### src/rtl/contador_bcd_pkg.sv
// contador_bcd_pkg
// Shared BCD constants and helpers for the contador_bcd_fd counter and its
// per-digit cells.
//   BCD_W        : width of one BCD digit
//   BCD_MAX      : largest legal digit value (9)
//   BCD_MIN      : smallest legal digit value (0)
//   bcd_sanitise : maps any non-decimal nibble (10..15) to 0, leaves 0..9 as-is
package contador_bcd_pkg;

    localparam int              BCD_W   = 4;
    localparam logic [BCD_W-1:0] BCD_MAX = 4'd9;
    localparam logic [BCD_W-1:0] BCD_MIN = 4'd0;

    // Loading a non-decimal nibble would leave a digit the counter can never
    // step out of cleanly, so such nibbles are forced to zero.
    function automatic logic [BCD_W-1:0] bcd_sanitise(input logic [BCD_W-1:0] nibble);
        return (nibble > BCD_MAX) ? BCD_MIN : nibble;
    endfunction

endpackage

### src/rtl/bcd_digito_fd.sv
// bcd_digito_fd
// One decimal digit of the up/down counter. Cells are chained so that the
// step_out of digit i is the step_in of digit i+1.
// Ports:
//   clk        : system clock, rising edge
//   rst_n      : synchronous active-low reset, clears the digit
//   load       : synchronous load of load_digit (sanitised)
//   load_digit : raw nibble to load
//   step_in    : this digit takes one step on this edge
//   up         : 1 = increment, 0 = decrement
//   digit      : registered digit value
//   step_out   : carry (up, 9->0) or borrow (down, 0->9) into the next digit
module bcd_digito_fd
    import contador_bcd_pkg::*;
(
    input  logic             clk,
    input  logic             rst_n,
    input  logic             load,
    input  logic [BCD_W-1:0] load_digit,
    input  logic             step_in,
    input  logic             up,
    output logic [BCD_W-1:0] digit,
    output logic             step_out
);

    // The digit only rolls over when it is actually stepping, so the
    // carry/borrow into the next digit is qualified by step_in.
    assign step_out = step_in && (up ? (digit == BCD_MAX) : (digit == BCD_MIN));

    always_ff @(posedge clk) begin
        if (!rst_n) begin
            digit <= BCD_MIN;
        end else if (load) begin
            digit <= bcd_sanitise(load_digit);
        end else if (step_in) begin
            if (up) begin
                digit <= (digit == BCD_MAX) ? BCD_MIN : digit + 4'd1;
            end else begin
                digit <= (digit == BCD_MIN) ? BCD_MAX : digit - 4'd1;
            end
        end
    end

endmodule

### src/rtl/contador_bcd_fd.sv
// contador_bcd_fd
// Multi-digit BCD up/down counter with prescaler, synchronous load and a
// free-running digit-scan multiplexer feeding a 7-segment decoder.
// Optional feature macro: CONTADOR_BCD_BLANK_EN (leading-zero blanking on
// dig_sel; counting is unaffected).
// Parameters:
//   N_DIG    : number of BCD digits (1..4)
//   DIV      : enabled cycles per count step (>=1)
//   SCAN_DIV : clock cycles each digit stays selected (>=1)
// Ports:
//   clk      : system clock, rising edge
//   rst_n    : synchronous active-low reset
//   en       : count enable, gates the prescaler
//   up       : 1 = increment, 0 = decrement
//   load     : synchronous load of load_val (has priority over counting)
//   load_val : packed BCD load value, digit0 in [3:0]
//   valor    : registered packed BCD count, digit0 in [3:0]
//   carry    : one-cycle pulse when valor wraps in either direction
//   bcd_mux  : currently scanned digit (bit3 -> decoder A ... bit0 -> D)
//   dig_sel  : one-hot active-high digit enable, bit i = digit i
module contador_bcd_fd
    import contador_bcd_pkg::*;
#(
    parameter int N_DIG    = 2,
    parameter int DIV      = 1,
    parameter int SCAN_DIV = 2
)
(
    input  logic                   clk,
    input  logic                   rst_n,
    input  logic                   en,
    input  logic                   up,
    input  logic                   load,
    input  logic [BCD_W*N_DIG-1:0] load_val,
    output logic [BCD_W*N_DIG-1:0] valor,
    output logic                   carry,
    output logic [BCD_W-1:0]       bcd_mux,
    output logic [N_DIG-1:0]       dig_sel
);

    localparam int PW = (DIV > 1)      ? $clog2(DIV)      : 1;
    localparam int SW = (SCAN_DIV > 1) ? $clog2(SCAN_DIV) : 1;
    localparam int IW = (N_DIG > 1)    ? $clog2(N_DIG)    : 1;

    localparam logic [PW-1:0] PRE_LAST  = PW'(DIV - 1);
    localparam logic [SW-1:0] SCAN_LAST = SW'(SCAN_DIV - 1);
    localparam logic [IW-1:0] IDX_LAST  = IW'(N_DIG - 1);

    logic [PW-1:0]  prescaler;
    logic           step;
    logic [N_DIG:0] chain;
    logic [SW-1:0]  scan_cnt;
    logic [IW-1:0]  scan_idx;

    // A step happens on the edge where the prescaler sits at its last value
    // while enabled; load wins over counting so it suppresses the step.
    assign step     = en && !load && (prescaler == PRE_LAST);
    assign chain[0] = step;

    always_ff @(posedge clk) begin
        if (!rst_n) begin
            prescaler <= '0;
        end else if (load) begin
            prescaler <= '0;
        end else if (en) begin
            prescaler <= (prescaler == PRE_LAST) ? '0 : prescaler + PW'(1);
        end
    end

    // The ripple out of the top digit is the wrap flag; registering it makes
    // carry line up with the cycle valor first shows the wrapped value.
    always_ff @(posedge clk) begin
        if (!rst_n) begin
            carry <= 1'b0;
        end else if (load) begin
            carry <= 1'b0;
        end else begin
            carry <= chain[N_DIG];
        end
    end

    for (genvar g = 0; g < N_DIG; g++) begin : g_digit
        bcd_digito_fd u_digit (
            .clk        (clk),
            .rst_n      (rst_n),
            .load       (load),
            .load_digit (load_val[BCD_W*g +: BCD_W]),
            .step_in    (chain[g]),
            .up         (up),
            .digit      (valor[BCD_W*g +: BCD_W]),
            .step_out   (chain[g+1])
        );
    end

    // Scan runs freely regardless of en/load/up so the display never stalls.
    always_ff @(posedge clk) begin
        if (!rst_n) begin
            scan_cnt <= '0;
            scan_idx <= '0;
        end else if (scan_cnt == SCAN_LAST) begin
            scan_cnt <= '0;
            scan_idx <= (scan_idx == IDX_LAST) ? '0 : scan_idx + IW'(1);
        end else begin
            scan_cnt <= scan_cnt + SW'(1);
        end
    end

    // Digit select and mux are read straight from the registers so bcd_mux
    // and dig_sel change together. With blanking, the loop walks from the
    // top digit down, tracking whether everything from the current digit
    // upward is zero; digit0 is excluded so a plain 0 is still shown.
`ifdef CONTADOR_BCD_BLANK_EN
    logic hi_zero;
    logic blank;

    always_comb begin
        bcd_mux = '0;
        dig_sel = '0;
        hi_zero = 1'b1;
        blank   = 1'b0;
        for (int i = N_DIG - 1; i >= 0; i--) begin
            hi_zero = hi_zero && (valor[BCD_W*i +: BCD_W] == BCD_MIN);
            if (scan_idx == IW'(i)) begin
                bcd_mux    = valor[BCD_W*i +: BCD_W];
                dig_sel[i] = 1'b1;
                if ((i > 0) && hi_zero) begin
                    blank = 1'b1;
                end
            end
        end
        if (blank) begin
            dig_sel = '0;
        end
    end
`else
    always_comb begin
        bcd_mux = '0;
        dig_sel = '0;
        for (int i = 0; i < N_DIG; i++) begin
            if (scan_idx == IW'(i)) begin
                bcd_mux    = valor[BCD_W*i +: BCD_W];
                dig_sel[i] = 1'b1;
            end
        end
    end
`endif

endmodule
### config.mk
export PLATFORM = sky130hd
export DESIGN_NAME = contador_bcd_fd
export DESIGN_NICKNAME = d
export VERILOG_FILES = /design/src/rtl/contador_bcd_pkg.sv /design/src/rtl/bcd_digito_fd.sv /design/src/rtl/contador_bcd_fd.sv
export SDC_FILE = /design/constraint.sdc
export NUM_CORES = 1
export LEC_CHECK = 0
export ABC_CLOCK_PERIOD_IN_PS = 4000
export CAP_MARGIN = 20
export CORE_MARGIN = 2
export CORE_UTILIZATION = 28
export CTS_BUF_LIST = sky130_fd_sc_hd__clkbuf_4
export CTS_CLUSTER_SIZE = 30
export DETAILED_ROUTE_END_ITERATION = 16
export GPL_ROUTABILITY_DRIVEN = 0
export PLACE_DENSITY_LB_ADDON = 0.3
export SYNTH_ARGS = -nofsm -noshare
export SYNTH_HDL_FRONTEND = slang
export SYNTH_HIERARCHICAL = 1
export SYNTH_SLANG_ARGS = --single-unit
### constraint.sdc
create_clock -name clk -period 4 [get_ports clk]
set_input_delay 0.6 -clock clk [delete_from_list [all_inputs] [get_ports clk]]
set_output_delay 0.6 -clock clk [all_outputs]
set_load 0.005 [all_outputs]
# [After elaboration in Yosys (flattened, before gate mapping)]
# Cells that the tools add are included.
[totals] in_bits=13 elab_cells=49 reg_bits=12 out_inout_bits=15
[classes] bitwise=2 mux=19 n_lt_le_gt_ge=2 add_sub_neg=7 n_eq_ne=2 n_reduce_logical=11
[op_table] operator="$mux W4" n=13
[op_table] operator="$add A4 B1 Y4 const B" n=2
[op_table] operator="$eq A4 B4 Y1 const B" n=2
[op_table] operator="$gt A4 B4 Y1 const B" n=2
[op_table] operator="$logic_not A4 Y1" n=2
[op_table] operator="$sub A4 B1 Y4 const B" n=2
[op_table] operator="$mux W1" n=6
[op_table] operator="$logic_and A1 B1 Y1" n=4
[op_table] operator="$reduce_bool A2 Y1" n=2
[op_table] operator="$reduce_or A2 Y1" n=2
[op_table] operator="$add A1 B1 Y1 const B" n=3
[op_table] operator="$not A1 Y1" n=2
[op_table] operator="$logic_not A1 Y1" n=1

# [Longest topological paths before layout]
# Gate-level depths: netlist of the first run.
[depth] word_depth=6 ltp_mapped=9 ltp_nobuf=7

# [By module]
# Netlist of the first run, hierarchy kept.
[modules_own_cells] mod="bcd_digito_fd" area_per_inst_um2=326.6 cells_per_inst=45 n_inst=2 seq_area_each_um2=80.1
[modules_own_cells] mod="contador_bcd_fd" area_per_inst_um2=177.7 cells_per_inst=16 n_inst=1 seq_area_each_um2=60.1

# [Least setup slack after synthesis of the first run]
# OpenSTA, ideal clock, no wires.
[synth_path] path_kind="input to register" from="in en" to="reg g_digit[1].u_digit.digit[1]" required_ns=3.930 setup_time_ns=0.070 path_buffers=0 arrival_ns=2.401 slack_ns=1.529 cell_stages=6 path_cell_list="nor2b_1 -> inv_1 -> nor4_1 -> o21ai_2 -> or4_1 -> a21boi_1"
[synth_between] elab_chain_cells=4
[synth_rtl] item="start: declaration" line="contador_bcd_fd.sv:31" source="input logic en,"
[synth_rtl] item="$logic_and A1 B1 Y1 (2 in series)" line="contador_bcd_fd.sv:57" source="assign step = en && !load && (prescaler == PRE_LAST);"
[synth_rtl] item="$logic_and A1 B1 Y1" line="bcd_digito_fd.sv:28" source="assign step_out = step_in && (up ? (digit == BCD_MAX) : (digit == BCD_MIN));"
[synth_rtl] item="net chain[1]" line="contador_bcd_fd.sv:51" source="logic [N_DIG:0] chain;"
[synth_rtl] item="$reduce_bool A2 Y1 (no line)"
[synth_rtl] item="end signal: assignment" line="bcd_digito_fd.sv:34" source="digit <= bcd_sanitise(load_digit);"
[synth_rtl] item="end signal: assignment" line="bcd_digito_fd.sv:37" source="digit <= (digit == BCD_MAX) ? BCD_MIN : digit + 4'd1;"
[synth_rtl] item="end signal: assignment" line="bcd_digito_fd.sv:39" source="digit <= (digit == BCD_MIN) ? BCD_MAX : digit - 4'd1;"
[synth_rtl] item="end: declaration" line="bcd_digito_fd.sv:22" source="output logic [BCD_W-1:0] digit,"
# The timed path passes the listed nets, and every way through them passes these cells.
# A chain may end at the register's enable or synchronous reset.

# [Final worst setup path of the first run]
[layout_path] from="in load" to="reg g_digit[1].u_digit.digit[1]"
[layout_between] elab_chain_cells=5 elab_cells_between_ends=6 cone_classes="mux: 1; reduce/logical: 5"
[layout_rtl] item="start: declaration" line="contador_bcd_fd.sv:33" source="input logic load,"
[layout_rtl] item="$logic_not A1 Y1" line="contador_bcd_fd.sv:57"
[layout_rtl] item="$logic_and A1 B1 Y1 (2 in series)" line="contador_bcd_fd.sv:57"
[layout_rtl] item="net chain[0]" line="contador_bcd_fd.sv:51"
[layout_rtl] item="$logic_and A1 B1 Y1" line="bcd_digito_fd.sv:28"
[layout_rtl] item="net chain[1]" line="contador_bcd_fd.sv:51"
[layout_rtl] item="$reduce_bool A2 Y1 (no line)"
# The timed path passes the listed nets, and every way through them passes these cells.

==> results of run 1 <==
-- worst max-delay path: stages --
cell	delay (ns)
sky130_fd_sc_hd__clkdlybuf4s50_1	0.59
sky130_fd_sc_hd__nor2b_1	0.51
sky130_fd_sc_hd__inv_1	0.11
sky130_fd_sc_hd__nor4_1	0.24
sky130_fd_sc_hd__buf_4	0.20
sky130_fd_sc_hd__o21ai_2	0.06
sky130_fd_sc_hd__or4_1	0.40
sky130_fd_sc_hd__a21boi_1	0.13
-- metrics by stage --
stage	setup slack (ns)	power [mW]	cells	cell area [um2]
2_1_floorplan	1.53	0.180	106	831
3_3_place_gp	1.19	0.215	157	1080
3_5_place_dp	1.10	0.217	157	1080
4_1_cts	1.39	0.300	161	1110
5_1_grt	1.22	0.316	161	1110
6_report	1.36	0.297	161	1110
-- how the worst min path moves through the flow --
| stage | slack (ns) | startpoint | to |
|---|---|---|---|
| floorplan | 0.41 | scan_cnt$_SDFF_PP0_ | scan_cnt$_SDFF_PP0_ |
| global placement | 0.42 | scan_cnt$_SDFF_PP0_ | scan_cnt$_SDFF_PP0_ |
| detailed placement | 0.43 | scan_cnt$_SDFF_PP0_ | scan_cnt$_SDFF_PP0_ |
| CTS | 0.44 | scan_cnt$_SDFF_PP0_ | scan_cnt$_SDFF_PP0_ |
| global route | 0.47 | scan_cnt$_SDFF_PP0_ | scan_cnt$_SDFF_PP0_ |
| finish | 0.44 | scan_cnt$_SDFF_PP0_ | scan_cnt$_SDFF_PP0_ |
-- state kept, by name, summed over array words and instances (netlist names) --
register and cells:
g_digit.u_digit/digit 8, carry 1, scan_cnt 1, scan_idx 1
-- cell families (layout without fill, tap and decap cells) --
family	Yosys count	in the layout
compound gates	30	30
buf+inv	13	37
mux	4	4
xor+xnor	7	7
flops	11	11
simple gates	41	41
-- power groups by stage --
| stage | clock network (mW) | registers (mW) | logic, mW |
|---|---|---|---|
| 2_1_floorplan | 0 | 0.125 | 0.0547 |
| 3_5_place_dp | 0 | 0.134 | 0.0823 |
| 5_1_grt | 0.0924 | 0.134 | 0.0900 |
| 6_report | 0.0833 | 0.132 | 0.0822 |
| 4_1_cts | 0.0861 | 0.132 | 0.0826 |
| 3_3_place_gp | 0 | 0.134 | 0.0812 |
-- final cells by class --
class	instances	share of cell area
well taps	31	0.0349
multi-input cells	82	0.473
inverters	5	0.0169
flip-flops and latches	11	0.198
clock buffers	4	0.0270
repair buffers	28	0.250
-- per-layer routing --
layer  up-vias  track usage  share of wire
met5         -            0              0
met2        19        0.210           0.48
li1        431            -              -
met4         0       0.0797              0
met1       366        0.149           0.48
met3         0       0.0132          0.032
-- cells in the mapped netlist (4+ instances only) --
cell type,number,share of area
sky130_fd_sc_hd__dfxtp_1,11,0.27
sky130_fd_sc_hd__nor2_1,11,0.050
sky130_fd_sc_hd__a21oi_1,10,0.060
sky130_fd_sc_hd__o21ai_0,8,0.048
sky130_fd_sc_hd__inv_1,5,0.023
sky130_fd_sc_hd__nand2_1,5,0.023
sky130_fd_sc_hd__xor2_1,5,0.053
sky130_fd_sc_hd__mux2_4,4,0.072
sky130_fd_sc_hd__nor2b_1,4,0.030
sky130_fd_sc_hd__nor3_1,4,0.024
sky130_fd_sc_hd__nor4_1,4,0.030
==> tab_implementation.tex, run 1 <==
\begin{tabular}{lr}
\hline
Metric & Value \\
\hline
\multicolumn{2}{l}{\textbf{Synthesis}} \\
\quad Share of async-settable or async-resettable flops after synthesis & 0 \\
\quad Mux cell area share after synthesis & 0.0723 \\
\quad Count of different cell masters after synthesis & 27 \\
\quad Flip-flop and latch count after synthesis & 11 \\
\quad Ys Warns & 6 \\
\quad Share of synthesized cell area in full adder, half adder and majority cells & 0 \\
\quad Share of synthesized cell area in and, or, nand and nor gates & 0.264 \\
\quad Fraction of the yosys area taken by sequential cells & 0.265 \\
\quad Dominant combinational cell family by area after synthesis & simple AND/OR/NAND/NOR gates \\
\quad Post-synthesis average cell area & between 7 and 8 um2 \\
\quad Xor/xnor share of the synthesized area & 0.0738 \\
\quad Synth Area in Compound Gates & 0.223 \\
\quad Post-synth EDFFs & 0 \\
\quad Net count after synthesis & 119 \\
\quad Synthesized area & 831 um2 \\
\quad Leading register cell type out of synthesis & sky130\_fd\_sc\_hd\_\_dfxtp\_1 \\
\quad Synth Instances & $\sim$110 \\
\multicolumn{2}{l}{\textbf{Floorplan}} \\
\quad Core area & around 2800 um2 \\
\quad Die ar. & between 3000 and 4000 um2 \\
\quad Die Span X & about 60 um \\
\quad Initial core utilization & 0.299 \\
\quad Total I/O pin count & 28 \\
\quad \# rows & 19 \\
\quad Die Ht & 58.5 um \\
\multicolumn{2}{l}{\textbf{GRT}} \\
\quad First-pass GRT wire length & 3260 um \\
\quad Global route total overflow & 0 \\
\quad Vias in the first global route & roughly 750 \\
\quad Number of antenna violations at the first check in global routing & 0 \\
\quad Maximum number of pins on one net before global-route repair & 14 \\
\quad GRT Overall Usage & 0.124 \\
\multicolumn{2}{l}{\textbf{Clocking}} \\
\quad Post-CTS setup repair buffer count & 0 \\
\quad Cell at the root of the clock tree & sky130\_fd\_sc\_hd\_\_clkbuf\_4 \\
\quad Source-to-sink clock delay at the later pin of the worst-skew pair & approximately 0.27 ns \\
\quad CTS Buf Count & 3 \\
\quad Maximum clock insertion buffer count & 2 \\
\quad CTS tree & done \\
\quad CTS Hold Buffers Added & 0 \\
\quad Clock-pin slew of the registers on the worst-case setup and hold paths & 0.07 ns \\
\quad Clock sink count & 11 \\
\quad H-Tree Depth & 1 \\
\quad Count of cells resized by post-cts repair & 0 \\
\multicolumn{2}{l}{\textbf{STA}} \\
\quad Worst-case headroom to the max-slew limit & 0.647 \\
\quad Final hold violation count & 0 \\
\quad Final slew viol count & 0 \\
\quad Fin crit share & 0.660 \\
\quad Clock skew after layout & approximately 0.0011 ns \\
\quad Setup tns final & 0 ns \\
\quad Hold Worst Slack & $\sim$0.44 ns \\
\quad RSZ-0062 raised after global routing & false \\
\quad Worst-Margin Slew & approximately 0.53 ns \\
\quad Final setup violating endpoints & 0 \\
\quad Maximum frequency from static timing analysis & $\sim$0.38 GHz \\
\quad Min cycle time layout & around 2.6 ns \\
\multicolumn{2}{l}{\textbf{Final layout}} \\
\quad Ratio of cells with drive above 1 in the final layout & 0.100 \\
\quad Most used cells in the layout excluding fill and tap cells & 27 x sky130\_fd\_sc\_hd\_\_clkdlybuf4s50\_1, 11 x sky130\_fd\_sc\_hd\_\_nor2\_1, 11 x sky130\_fd\_sc\_hd\_\_dfxtp\_1, 10 x sky130\_fd\_sc\_hd\_\_a21oi\_1, 8 x sky130\_fd\_sc\_hd\_\_o21ai\_0 \\
\quad Antenna cells & 0 \\
\quad Layout Area Growth over Synthesis & 33.7\% \\
\quad Core utilization of the finished layout & 0.399 \\
\quad Final net count & 144 \\
\quad \# fillers & slightly above 300 \\
\quad Footprint of the multi-input gates & approximately 530 um2 \\
\quad Leading cell type in the layout, fill and taps excluded & sky130\_fd\_sc\_hd\_\_clkdlybuf4s50\_1 \\
\quad Reg area & 220 um2 \\
\multicolumn{2}{l}{\textbf{Critical path}} \\
\quad Startpoint of the worst-slack reg-to-reg timing path & g\_digit[0].u\_digit/digit[0]\$\_SDFFE\_PN0P\_ \\
\quad Critical path type & primary input to flop \\
\quad Worst setup path start & load \\
\quad Capture point of the critical path & g\_digit[1].u\_digit/digit[1]\$\_SDFFE\_PN0P\_ \\
\quad Critical path fanouts, max & 12 \\
\quad Reg2Reg Setup Slack & a little over 2 ns \\
\quad Required @ worst endpoint & roughly 4.2 ns \\
\quad Kind of end point of the critical path & flop \\
\quad Data arrival time of the critical path & approximately 2.8 ns \\
\quad Length in cells of the worst reg-to-reg path & 7 \\
\quad Critical path launch point type & primary input \\
\quad Endpoint of the lowest-slack register-to-register path & g\_digit[1].u\_digit/digit[1]\$\_SDFFE\_PN0P\_ \\
\multicolumn{2}{l}{\textbf{Flow run}} \\
\quad Max-cap viol count & 0 \\
\multicolumn{2}{l}{\textbf{Power and ir drop}} \\
\quad Relative contribution of combinational cells to total power & 0.277 \\
\quad Peak supply drop & 0.000163 V \\
\quad Cell-internal power & about 0.21 mW \\
\quad Proportion of power drawn by the clock network & 0.280 \\
\quad Sequential power share & 0.443 \\
\quad Leakage dissipation & approximately 0.4 nW \\
\quad NetSw & approximately 0.085 mW \\
\quad Areal power density over the cells & 267 nW/um2 \\
\quad Switching share of power & 0.287 \\
\multicolumn{2}{l}{\textbf{Min path}} \\
\quad Path type of the worst min-delay path & flop to flop \\
\quad Worst Hold Path Cells & 1 \\
\multicolumn{2}{l}{\textbf{Status}} \\
\quad Outcome & finished clean \\
\multicolumn{2}{l}{\textbf{Routing}} \\
\quad Average wire per standard cell & 12.5 um \\
\quad Routed vias/inst & slightly above 5 \\
\quad Via count & just over 800 \\
\quad Total wire length & approximately 2000 um \\
\quad DRC marker count from the first detailed-route iteration & 12 \\
\quad Post-route antenna net violation count & 0 \\
\quad DRC violations left & 0 \\
\quad Length of the first detailed-routing pass in iterations & 4 \\
\multicolumn{2}{l}{\textbf{Placed design}} \\
\quad Half-perimeter wire length after placement & 1550 um \\
\quad Total of buffers placed on input and output ports & 27 \\
\hline
\end{tabular}
Power figures use the tool's default switching activity.
==> run 2: changes to the inputs <==
ABC_CLOCK_PERIOD_IN_PS = 2190   (was 4000)
clock period = 2.19 ns   (was 4 ns; I/O delays follow)
==> run 2 against run 1 <==
Die area did not move. Wire length rose by 0.95%. Critical path depth fell by 6. Total power rose by 82%. Sequential share of layout area fell by 0.58 points. Register-to-register slack got worse by 1.6 ns. Via count rose by 3.3%. Sequential cell count did not move.
==> tab_implementation.tex, run 2 (synthesized netlist as in run 1, its figures left out) <==
\begin{tabular}{lr}
\hline
Metric & Value \\
\hline
\multicolumn{2}{l}{\textbf{Floorplan}} \\
\quad Die Span X & roughly 60 um \\
\quad Die ar. & 3420 um2 \\
\quad \# rows & 19 \\
\quad Core area & around 2800 um2 \\
\quad Die Ht & 58.5 um \\
\quad Initial core utilization & 0.299 \\
\quad Total I/O pin count & 28 \\
\multicolumn{2}{l}{\textbf{Clocking}} \\
\quad H-Tree Depth & 1 \\
\quad Clock sink count & 11 \\
\quad Cell at the root of the clock tree & sky130\_fd\_sc\_hd\_\_clkbuf\_4 \\
\quad CTS tree & done \\
\quad Post-CTS setup repair buffer count & 0 \\
\quad Count of cells resized by post-cts repair & 0 \\
\quad Maximum clock insertion buffer count & 2 \\
\quad Source-to-sink clock delay at the later pin of the worst-skew pair & approximately 0.28 ns \\
\quad CTS Hold Buffers Added & 0 \\
\quad CTS Buf Count & 3 \\
\quad Clock-pin slew of the registers on the worst-case setup and hold paths & approximately 0.080 ns \\
\multicolumn{2}{l}{\textbf{Placed design}} \\
\quad Half-perimeter wire length after placement & approximately 1700 um \\
\quad Total of buffers placed on input and output ports & 27 \\
\multicolumn{2}{l}{\textbf{Routing}} \\
\quad Length of the first detailed-routing pass in iterations & 4 \\
\quad Post-route antenna net violation count & 0 \\
\quad Average wire per standard cell & approximately 12 um \\
\quad Total wire length & 2030 um \\
\quad Routed vias/inst & slightly above 5 \\
\quad DRC marker count from the first detailed-route iteration & 9 \\
\quad DRC violations left & 0 \\
\quad Via count & 843 \\
\multicolumn{2}{l}{\textbf{Power and ir drop}} \\
\quad Sequential power share & 0.445 \\
\quad Relative contribution of combinational cells to total power & 0.288 \\
\quad Leakage dissipation & roughly 0.42 nW \\
\quad Proportion of power drawn by the clock network & 0.267 \\
\quad NetSw & roughly 0.16 mW \\
\quad Peak supply drop & between 0.0002 and 0.0003 V \\
\quad Areal power density over the cells & approximately 470 nW/um2 \\
\quad Switching share of power & 0.303 \\
\quad Cell-internal power & approximately 0.38 mW \\
\multicolumn{2}{l}{\textbf{STA}} \\
\quad Maximum frequency from static timing analysis & just over 0.5 GHz \\
\quad Clock skew after layout & between 0.004 and 0.005 ns \\
\quad Final slew viol count & 0 \\
\quad Min cycle time layout & approximately 1.9 ns \\
\quad Final setup violating endpoints & 0 \\
\quad Worst-case headroom to the max-slew limit & 0.702 \\
\quad Final hold violation count & 0 \\
\quad Fin crit share & 0.882 \\
\quad Worst-Margin Slew & between 0.4 and 0.5 ns \\
\quad RSZ-0062 raised after global routing & false \\
\quad Setup tns final & 0 ns \\
\multicolumn{2}{l}{\textbf{GRT}} \\
\quad First-pass GRT wire length & 3340 um \\
\quad Vias in the first global route & 786 \\
\quad GRT Overall Usage & 0.128 \\
\quad Maximum number of pins on one net before global-route repair & 14 \\
\quad Number of antenna violations at the first check in global routing & 0 \\
\quad Global route total overflow & 0 \\
\multicolumn{2}{l}{\textbf{Status}} \\
\quad Outcome & finished clean \\
\multicolumn{2}{l}{\textbf{Critical path}} \\
\quad Critical path fanouts, max & 7 \\
\quad Crit path cell chain & mux2\_4, clkdlybuf4s50\_1 \\
\quad Worst path buffer plus inverter count & 1 \\
\quad Critical path type & flop to output port \\
\quad Kind of end point of the critical path & output port \\
\quad Data arrival time of the critical path & about 1.6 ns \\
\quad Required @ worst endpoint & about 1.9 ns \\
\quad Critical path launch point type & flop \\
\quad Biggest cell delay along the critical path & 0.54 ns \\
\quad Reg2Reg Setup Slack & 0.46 ns \\
\quad Critical Path Slowest Stage Cell & sky130\_fd\_sc\_hd\_\_dfxtp\_1 \\
\quad CP top delay family & flip-flops \\
\quad Startpoint of the worst-slack reg-to-reg timing path & g\_digit[0].u\_digit/digit[0]\$\_SDFFE\_PN0P\_ \\
\quad Length in cells of the worst reg-to-reg path & 8 \\
\quad Endpoint of the lowest-slack register-to-register path & carry\$\_SDFF\_PP0\_ \\
\multicolumn{2}{l}{\textbf{Final layout}} \\
\quad Antenna cells & 0 \\
\quad Ratio of cells with drive above 1 in the final layout & 0.134 \\
\quad Layout Area Growth over Synthesis & 37.8\% \\
\quad Core utilization of the finished layout & 0.412 \\
\quad Leading cell type in the layout, fill and taps excluded & sky130\_fd\_sc\_hd\_\_clkdlybuf4s50\_1 \\
\quad Most used cells in the layout excluding fill and tap cells & 27 x sky130\_fd\_sc\_hd\_\_clkdlybuf4s50\_1, 11 x sky130\_fd\_sc\_hd\_\_nor2\_1, 11 x sky130\_fd\_sc\_hd\_\_dfxtp\_1, 10 x sky130\_fd\_sc\_hd\_\_a21oi\_1, 8 x sky130\_fd\_sc\_hd\_\_o21ai\_0 \\
\quad Top register by number of flip-flops & g\_digit.u\_digit/digit \\
\quad Final net count & $\sim$150 \\
\quad Max FFs per register & 8 \\
\multicolumn{2}{l}{\textbf{Min path}} \\
\quad Worst Hold Path Cells & 1 \\
\quad Path type of the worst min-delay path & flop to flop \\
\quad Hold Path Origin & scan\_cnt\$\_SDFF\_PP0\_ \\
\quad Endpoint of the worst hold-timing path & scan\_cnt\$\_SDFF\_PP0\_ \\
\multicolumn{2}{l}{\textbf{Flow run}} \\
\quad Max-cap viol count & 0 \\
\hline
\end{tabular}
==> run 2: changes by cell type in the layout (fill, tap and decap cells not counted) <==
| cell | delta |
|---|---|
| sky130_fd_sc_hd__clkinv_2 | +1 |
| sky130_fd_sc_hd__clkbuf_4 | -1 |
| sky130_fd_sc_hd__buf_4 | +4 |
| sky130_fd_sc_hd__nor4_2 | +1 |
| sky130_fd_sc_hd__nor4_1 | -1 |
==> run 2: worst max-delay path by stage <==
stage	from	endpoint	slack (ns)	cells after the start
floorplan	en	g_digit[1].u_digit/digit[1]$_SDFFE_PN0P_	0.22	6
global placement	load	carry$_SDFF_PP0_	0.16	9
detailed placement	up	carry$_SDFF_PP0_	0.12	9
CTS	scan_idx$_SDFFE_PN0P_	bcd_mux[3]	0.23	2
global route	scan_idx$_SDFFE_PN0P_	bcd_mux[3]	0.18	2
finish	scan_idx$_SDFFE_PN0P_	bcd_mux[2]	0.26	2
==> run 2: per-layer routing <==
layer | routed length, um | GRT usage
met5 | 0 | 0
met4 | 51 | 0.0797
met3 | 67 | 0.0154
met2 | 1000 | 0.213
met1 | 904 | 0.155
==> run 2: layout make-up <==
type	instances	area, um2
Fill cell	284	1640
Multi-Input combinational cell	82	532
Timing Repair Buffer	32	308
Sequential cell	11	220
Tap cell	31	38.8
Clock buffer	3	22.5
Inverter	5	18.8
Clock inverter	1	5.00
==> run 2: power by group through the flow <==
stage / sequential (mW) / combinational, mW / clock (mW)
finish: 0.240 / 0.156 / 0.144
global route: 0.244 / 0.173 / 0.161
CTS: 0.241 / 0.158 / 0.147
detailed placement: 0.246 / 0.157 / 0
global placement: 0.244 / 0.155 / 0
floorplan: 0.229 / 0.101 / 0
==> run 2: per-stage QoR <==
stage | power, mW | hold WS, ns | setup WS [ns] | area [um2] | std cells
after CTS | 0.546 | 0.448 | 0.231 | 1140 | 165
after detailed placement | 0.403 | 0.437 | 0.122 | 1120 | 161
after floorplan | 0.330 | 0.400 | 0.223 | 837 | 106
final | 0.541 | 0.444 | 0.258 | 1140 | 165
after global routing | 0.577 | 0.470 | 0.176 | 1140 | 165
after global placement | 0.399 | 0.421 | 0.159 | 1120 | 161
==> run 2: worst reg2reg max path, stage by stage, from the launching register on <==
cell,delay (ns)
sky130_fd_sc_hd__dfxtp_1,0.51
sky130_fd_sc_hd__and2_1,0.20
sky130_fd_sc_hd__a21oi_1,0.08
sky130_fd_sc_hd__nor4_2,0.23
sky130_fd_sc_hd__buf_4,0.20
sky130_fd_sc_hd__inv_1,0.05
sky130_fd_sc_hd__nor4_1,0.24
sky130_fd_sc_hd__nand2_1,0.08
sky130_fd_sc_hd__nor2_1,0.09
